[src/rtl/load_store_unit_if.sv]
// Bundle of the request/response handshake and the data-memory bus of the load/store unit.
// master is the load/store unit's view; slave is the execute stage plus memory side.
interface load_store_unit_if #(
   parameter int DM_ADDRESS = 9,
   parameter int DATA_W     = 32
);
   logic                  req_valid;
   logic                  req_ready;
   logic                  req_write;
   logic [2:0]            req_funct3;
   logic [DM_ADDRESS-1:0] req_addr;
   logic [DATA_W-1:0]     req_wdata;

   logic                  resp_valid;
   logic [DATA_W-1:0]     resp_rdata;

   logic                  mem_read;
   logic                  mem_write;
   logic [DM_ADDRESS-1:0] mem_addr;
   logic [DATA_W-1:0]     mem_wdata;
   logic [3:0]            mem_be;
   logic [DATA_W-1:0]     mem_rdata;

   modport master (
      input  req_valid, req_write, req_funct3, req_addr, req_wdata, mem_rdata,
      output req_ready, resp_valid, resp_rdata,
             mem_read, mem_write, mem_addr, mem_wdata, mem_be
   );

   modport slave (
      output req_valid, req_write, req_funct3, req_addr, req_wdata, mem_rdata,
      input  req_ready, resp_valid, resp_rdata,
             mem_read, mem_write, mem_addr, mem_wdata, mem_be
   );
endinterface

[src/rtl/load_store_unit.sv]
// Load/store unit: turns one byte/half/word request into one or two word-aligned memory
// cycles, with lane shifting for stores and extraction plus sign/zero extension for loads.
module load_store_unit #(
   parameter int DM_ADDRESS = 9,
   parameter int DATA_W     = 32
) (
   input  logic              clk,
   input  logic              reset_n,
   load_store_unit_if.master bus
);

   typedef enum logic [2:0] {
      S_IDLE,
      S_ACC0,
      S_CAP0,
      S_ACC1,
      S_CAP1,
      S_DONE
   } state_t;

   state_t                r_state;
   state_t                w_next;

   logic                  r_write;
   logic                  r_unsigned;
   logic [1:0]            r_size;
   logic [DM_ADDRESS-1:0] r_addr;
   logic [DATA_W-1:0]     r_wdata;
   logic [DATA_W-1:0]     r_lo;
   logic [DATA_W-1:0]     r_rdata;

   logic                  w_accept;
   logic [3:0]            w_mask;
   logic [1:0]            w_off;
   logic [7:0]            w_lanes;
   logic                  w_split;
   logic [63:0]           w_wshift;
   logic [DM_ADDRESS-3:0] w_word0;
   logic [DM_ADDRESS-3:0] w_word1;

   function automatic logic [31:0] extract(input logic [63:0] pair, input logic [1:0] off,
                                           input logic [1:0] size, input logic uns);
      logic [31:0] s;
      logic [31:0] r;
      s = 32'(pair >> {off, 3'b000});
      case (size)
         2'b00:   r = {{24{s[7]  & ~uns}}, s[7:0]};
         2'b01:   r = {{16{s[15] & ~uns}}, s[15:0]};
         default: r = s;
      endcase
      return r;
   endfunction

   assign w_accept = bus.req_valid && (r_state == S_IDLE);
   assign w_off    = r_addr[1:0];

   always_comb begin
      case (r_size)
         2'b00:   w_mask = 4'b0001;
         2'b01:   w_mask = 4'b0011;
         default: w_mask = 4'b1111;
      endcase
   end

   // Lanes spilling into the upper nibble belong to the following word, which is the split test.
   assign w_lanes  = {4'b0000, w_mask} << w_off;
   assign w_split  = |w_lanes[7:4];
   assign w_wshift = {32'b0, r_wdata} << {w_off, 3'b000};
   assign w_word0  = r_addr[DM_ADDRESS-1:2];
   assign w_word1  = w_word0 + {{(DM_ADDRESS-3){1'b0}}, 1'b1};

   always_ff @(posedge clk or negedge reset_n) begin
      if (!reset_n) begin
         r_state    <= S_IDLE;
         r_write    <= 1'b0;
         r_unsigned <= 1'b0;
         r_size     <= 2'b00;
         r_addr     <= '0;
         r_wdata    <= '0;
         r_lo       <= '0;
         r_rdata    <= '0;
      end else begin
         r_state <= w_next;
         if (w_accept) begin
            r_write    <= bus.req_write;
            r_unsigned <= bus.req_funct3[2];
            r_size     <= bus.req_funct3[1:0];
            r_addr     <= bus.req_addr;
            r_wdata    <= bus.req_wdata;
         end
         // The result register is loaded on the edge into DONE so it is valid with resp_valid.
         if (r_state == S_CAP0) begin
            r_lo <= bus.mem_rdata;
            if (!w_split)
               r_rdata <= extract({32'b0, bus.mem_rdata}, w_off, r_size, r_unsigned);
         end
         if (r_state == S_CAP1)
            r_rdata <= extract({bus.mem_rdata, r_lo}, w_off, r_size, r_unsigned);
      end
   end

   always_comb begin
      w_next         = r_state;
      bus.req_ready  = 1'b0;
      bus.resp_valid = 1'b0;
      bus.mem_read   = 1'b0;
      bus.mem_write  = 1'b0;
      bus.mem_addr   = '0;
      bus.mem_wdata  = '0;
      bus.mem_be     = 4'b0000;
      case (r_state)
         S_IDLE: begin
            bus.req_ready = 1'b1;
            if (bus.req_valid)
               w_next = S_ACC0;
         end
         S_ACC0: begin
            bus.mem_addr = {w_word0, 2'b00};
            if (r_write) begin
               bus.mem_write = 1'b1;
               bus.mem_wdata = w_wshift[31:0];
               bus.mem_be    = w_lanes[3:0];
               w_next        = w_split ? S_ACC1 : S_DONE;
            end else begin
               bus.mem_read = 1'b1;
               w_next       = S_CAP0;
            end
         end
         S_CAP0: begin
            w_next = w_split ? S_ACC1 : S_DONE;
         end
         S_ACC1: begin
            bus.mem_addr = {w_word1, 2'b00};
            if (r_write) begin
               bus.mem_write = 1'b1;
               bus.mem_wdata = w_wshift[63:32];
               bus.mem_be    = w_lanes[7:4];
               w_next        = S_DONE;
            end else begin
               bus.mem_read = 1'b1;
               w_next       = S_CAP1;
            end
         end
         S_CAP1: begin
            w_next = S_DONE;
         end
         S_DONE: begin
            bus.resp_valid = 1'b1;
            w_next         = S_IDLE;
         end
         default: begin
            w_next = S_IDLE;
         end
      endcase
   end

   assign bus.resp_rdata = r_rdata;

endmodule

[src/flat_wrapper.sv]
// flat-port wrapper written by rule: the top's interface ports become plain ports
module load_store_unit_flat 
#(
   parameter int DM_ADDRESS = 9,
   parameter int DATA_W     = 32
)
  (clk, reset_n, bus_req_valid, bus_req_write, bus_req_funct3, bus_req_addr, bus_req_wdata, bus_mem_rdata, bus_req_ready, bus_resp_valid, bus_resp_rdata, bus_mem_read, bus_mem_write, bus_mem_addr, bus_mem_wdata, bus_mem_be);
  load_store_unit_if #(.DM_ADDRESS(DM_ADDRESS), .DATA_W(DATA_W)) bus_i ();
  input  logic clk;
  input  logic reset_n;
  input wire logic [$bits(bus_i.req_valid)-1:0] bus_req_valid;
  input wire logic [$bits(bus_i.req_write)-1:0] bus_req_write;
  input wire logic [$bits(bus_i.req_funct3)-1:0] bus_req_funct3;
  input wire logic [$bits(bus_i.req_addr)-1:0] bus_req_addr;
  input wire logic [$bits(bus_i.req_wdata)-1:0] bus_req_wdata;
  input wire logic [$bits(bus_i.mem_rdata)-1:0] bus_mem_rdata;
  output wire logic [$bits(bus_i.req_ready)-1:0] bus_req_ready;
  output wire logic [$bits(bus_i.resp_valid)-1:0] bus_resp_valid;
  output wire logic [$bits(bus_i.resp_rdata)-1:0] bus_resp_rdata;
  output wire logic [$bits(bus_i.mem_read)-1:0] bus_mem_read;
  output wire logic [$bits(bus_i.mem_write)-1:0] bus_mem_write;
  output wire logic [$bits(bus_i.mem_addr)-1:0] bus_mem_addr;
  output wire logic [$bits(bus_i.mem_wdata)-1:0] bus_mem_wdata;
  output wire logic [$bits(bus_i.mem_be)-1:0] bus_mem_be;
  assign bus_i.req_valid = bus_req_valid;
  assign bus_i.req_write = bus_req_write;
  assign bus_i.req_funct3 = bus_req_funct3;
  assign bus_i.req_addr = bus_req_addr;
  assign bus_i.req_wdata = bus_req_wdata;
  assign bus_i.mem_rdata = bus_mem_rdata;
  assign bus_req_ready = bus_i.req_ready;
  assign bus_resp_valid = bus_i.resp_valid;
  assign bus_resp_rdata = bus_i.resp_rdata;
  assign bus_mem_read = bus_i.mem_read;
  assign bus_mem_write = bus_i.mem_write;
  assign bus_mem_addr = bus_i.mem_addr;
  assign bus_mem_wdata = bus_i.mem_wdata;
  assign bus_mem_be = bus_i.mem_be;
  load_store_unit #(.DM_ADDRESS(DM_ADDRESS), .DATA_W(DATA_W)) u_core (.clk(clk), .reset_n(reset_n), .bus(bus_i));
endmodule
[config.mk]
export PLATFORM = sky130hd
export DESIGN_NAME = load_store_unit_flat
export DESIGN_NICKNAME = d
export VERILOG_FILES = /design/src/rtl/load_store_unit_if.sv /design/src/rtl/load_store_unit.sv /design/src/flat_wrapper.sv
export SDC_FILE = /design/constraint.sdc
export NUM_CORES = 1
export LEC_CHECK = 0
export ABC_AREA = 1
export CAP_MARGIN = 15
export CELL_PAD_IN_SITES_DETAIL_PLACEMENT = 1
export CELL_PAD_IN_SITES_GLOBAL_PLACEMENT = 2
export CORE_ASPECT_RATIO = 1.25
export CORE_MARGIN = 8
export CORE_UTILIZATION = 26
export DETAILED_ROUTE_END_ITERATION = 6
export PLACE_DENSITY_LB_ADDON = 0.1
export SYNTH_ARGS = -nofsm -noshare
export SYNTH_HDL_FRONTEND = slang
export SYNTH_SLANG_ARGS = --single-unit
[constraint.sdc]
create_clock -name clk -period 1.35 [get_ports clk]
set_input_delay 0.135 -clock clk [delete_from_list [all_inputs] [get_ports clk]]
set_output_delay 0.135 -clock clk [all_outputs]
set_load 0.01 [all_outputs]
==> results by group <==
Status
  • Outcome: finished, violations left
  • Failing checks: setup timing

Floorplanning
  • Die X-Extent: 168 um
  • DIE AREA: 34600 um^2
  • Number of cell rows: 69
  • Die height: 206 um
  • Starting Density: 0.264
  • Floorplan core area: 28400 um^2
  • Number of placed I/O pins: 161

Routing
  • DRC violation total after the first TritonRoute iteration: 338
  • Post-route ant nets: 0
  • Routed wire per std cell: 20.9 um
  • Residual DRC: 0
  • Avg Vias per Cell: 4.91
  • Via total after detailed routing: 8534
  • Routed wire length: 36300 um
  • Pre-antenna DRT Iters: 4

Place
  • GPL Wtd Cong: 0.830
  • Instance area at placement: 11000 um^2
  • IO Port Bufs: 158
  • Total placed cells including tap cells: 1653
  • Post-placement setup slack: -0.639 ns
  • HPWL after detailed placement: 24700 um

Timing
  • Setup violations, final: 181
  • Unrepaired setup endpoints after global routing: yes
  • Min Hold Slack: 0.328 ns
  • Number of max-slew violations in the final report: 0
  • Skew final: 0.0106 ns
  • Final worst-path cycle share: 1.48
  • Relative slew margins: 0.665
  • Period minus WS final: 1.99 ns
  • Pin slew with the least headroom to its limit: 0.503 ns
  • Maximum clock frequency: 0.502 GHz
  • Smallest setup slack after layout: -0.643 ns
  • Final count of hold timing violations: 0

Yosys
  • Mapped Cells: 1019
  • Total of warnings raised by yosys: 0
  • Sequential share of the synthesized area: 0.373
  • Count of cell types in the netlist: 34
  • Number of register bits inferred by synthesis: 112
  • Mean post-synth cell area: 7.37 um^2
  • Area of the mapped netlist: 7510 um^2

CTS
  • Clock network latency to the later pin of the worst-skew pair: 0.38 ns
  • Clock tree from TritonCTS: done
  • Cell chosen for the clock root: clkbuf_16
  • Clock buffer count from CTS: 9
  • Clock Pin Slew Worst Setup and Hold Paths: 0.08 ns
  • Number of clock sinks: 112
  • Htree depth: 3
  • Deepest clock path buffer count: 2

Worst setup path
  • Crit path launch type: flop
  • Data required, critical path: 1.22 ns
  • CP delay by family, top: simple AND/OR/NAND/NOR gates
  • Peak per-stage delay on the critical path: 0.41 ns
  • Setup crit end kind: primary output
  • Count of buffering cells on the critical path with inverters included: 4
  • Critical path, cell by cell: inv_2, nand2_4, nor2_4, nand2_4, inv_4, nand2_4, nor2_4, buf_6, nand2_2, o211ai_1, buf_2
  • Crit-path most repeated cell: nand2_4
  • Crit Path Max Fanout: 5
  • CP Class: reg2out
  • Crit path DAT: 1.86 ns
  • Slowest cell on crit path: dfrtp_2

Finish
  • Fraction of final layout cells sized beyond drive strength 1: 0.446
  • Area growth from synthesis to final layout: 79.4%
  • Post-route cell area: 13500 um^2
  • Final cell count without fillers: 1738
  • Net count of the finished layout: 1458
  • Final Core Density: 0.474

Global routing
  • Antenna violations before repair: 2
  • Number of global-route vias before repair: 9172
  • Overflow left after global routing: 0
  • Global-route wire length before repair: 52500 um
  • Global routing usage summed across all routing layers: 0.197
  • Maximum number of pins on one net before global-route repair: 78

Flow run
  • Reported max-cap violation count: 0

Power and ir drop
  • Power density cells: 2380 nW/um^2
  • Worst vdd rail ir drop: 0.900 mV
  • Total leakage power: 6.93 nW

Hold path
  • Hold/Removal Path Class: in2async
[path summary, 6_finish.rpt]
kind / from / to / slack (ns) / cells past startpoint
min in group clk: bus_req_wdata[16] / u_core.r_wdata[16]$_DFFE_PN0P_ / 0.33 / 3
setup / recovery: u_core.r_state[2]$_DFFE_PN0P_ / bus_mem_wdata[20] / -0.64 / 11
setup reg to reg: u_core.r_addr[0]$_DFFE_PN0P_ / u_core.bus.resp_rdata[5]$_DFFE_PN0P_ / -0.55 / 12
hold reg to reg: u_core.bus.resp_rdata[4]$_DFFE_PN0P_ / u_core.bus.resp_rdata[4]$_DFFE_PN0P_ / 0.48 / 2
hold / removal: reset_n / u_core.r_lo[18]$_DFFE_PN0N_ / 0.33 / 3
max in group asynchronous: reset_n / u_core.r_addr[0]$_DFFE_PN0P_ / 0.58 / 3
[sequential cells by signal, indices dropped and copies added, names as in the netlist]
| register | flops |
|---|---|
| u_core.bus.resp_rdata | 32 |
| u_core.r_addr | 9 |
| u_core.r_lo | 32 |
| u_core.r_size | 2 |
| u_core.r_state | 3 |
| u_core.r_unsigned | 1 |
| u_core.r_wdata | 32 |
| u_core.r_write | 1 |
[through the flow]
step	power [mW]	TNS (ns)
2_1_floorplan	15.5	-10.09
3_3_place_gp	24.2	-65.22
3_5_place_dp	24.4	-67.35
4_1_cts	28.4	-65.33
5_1_grt	34.3	-88.92
6_report	32.1	-76.44
[layer usage]
layer	vias to the layer above	track usage	wire length [um]
met5	-	0	13
met4	2	0.0687	929
met3	43	0.0464	1740
met2	199	0.362	19300
met1	4214	0.219	14300
li1	4076	-	-
[cells in the mapped netlist (all sizes together)]
master / number / area share
o21ai: 90 / 0.061
nor3: 7 / 0.0062
nand3: 121 / 0.083
o211ai: 20 / 0.020
buf: 56 / 0.052
a21oi: 34 / 0.023
nor2: 45 / 0.033
o22ai: 21 / 0.022
ha: 1 / 0.0017
inv: 70 / 0.035
nand4: 2 / 0.0045
conb: 1 / 0.00050
dfrtp: 112 / 0.37
xor2: 1 / 0.0012
nand2: 379 / 0.19
mux2i: 16 / 0.021
clkbuf: 12 / 0.0060
mux2: 31 / 0.062
[cells by family (layout without fill, tap and decap cells)]
logic type,count (synthesis),after routing,synth area share
simple gates,554,555,0.321
other cells,1,3,0.000500
compound gates,165,165,0.125
flops,112,112,0.373
xor+xnor,1,1,0.00117
buf+inv,138,499,0.0933
mux,47,47,0.0833
fa+ha+maj,1,1,0.00167
[tightest hold or removal path: stages]
cell and delay, ns:
dlygate4sd3_1 0.53, buf_4 0.12, buf_12 0.35
[cells in the final DEF, fill, tap and decap left out, types with 9 or more instances in the layout]
cell type and instances:
buf_4 166, mux2i_1 11, clkbuf_16 21, o21ai_2 9, buf_6 37, nand3_4 18, dfrtp_1 107, nor2_1 26
buf_2 35, mux2_4 31, buf_12 36, o21ai_0 37, nand2_4 34, nand3_2 59, o22ai_2 16, inv_2 9
nand3_1 44, nand2_1 282, dlymetal6s2s_1 10, inv_1 50, o211ai_1 20, o21ai_1 42, nand2_2 58, clkdlybuf4s50_1 100
nor2_4 11, a21oi_1 27
[layout make-up]
| class | count | area [um^2] |
|---|---|---|
| clock buffer | 11 | 243 |
| inverter | 70 | 337 |
| antenna | 1 | 2.50 |
| tap | 355 | 444 |
| clock inverter | 5 | 32.5 |
| multi-input combinational | 771 | 5270 |
| fill | 3290 | 14900 |
| timing repair buffer | 410 | 4270 |
| sequential | 112 | 2810 |
| timing repair inverter | 3 | 62.6 |
[where the power goes]
part | switching [mW] | internal (mW) | leakage [nW]
sequential | 1.47 | 5.00 | 1.34
combinational | 11.6 | 11.3 | 5.46
clock | 1.43 | 1.30 | 0.128
[what timing repair did]
| action | in CTS | in global routing |
|---|---|---|
| cloned | 8 | 17 |
| hold buffers | 1 | 0 |
| resized for setup | 329 | 272 |
| endpoints found under the hold margin | 112 | 0 |
| pin swaps | 17 | 88 |
| buffers inserted | 14 | 32 |
| setup endpoints to repair | 191 | 191 |
Note: power is estimated with default switching activity, not from simulation.
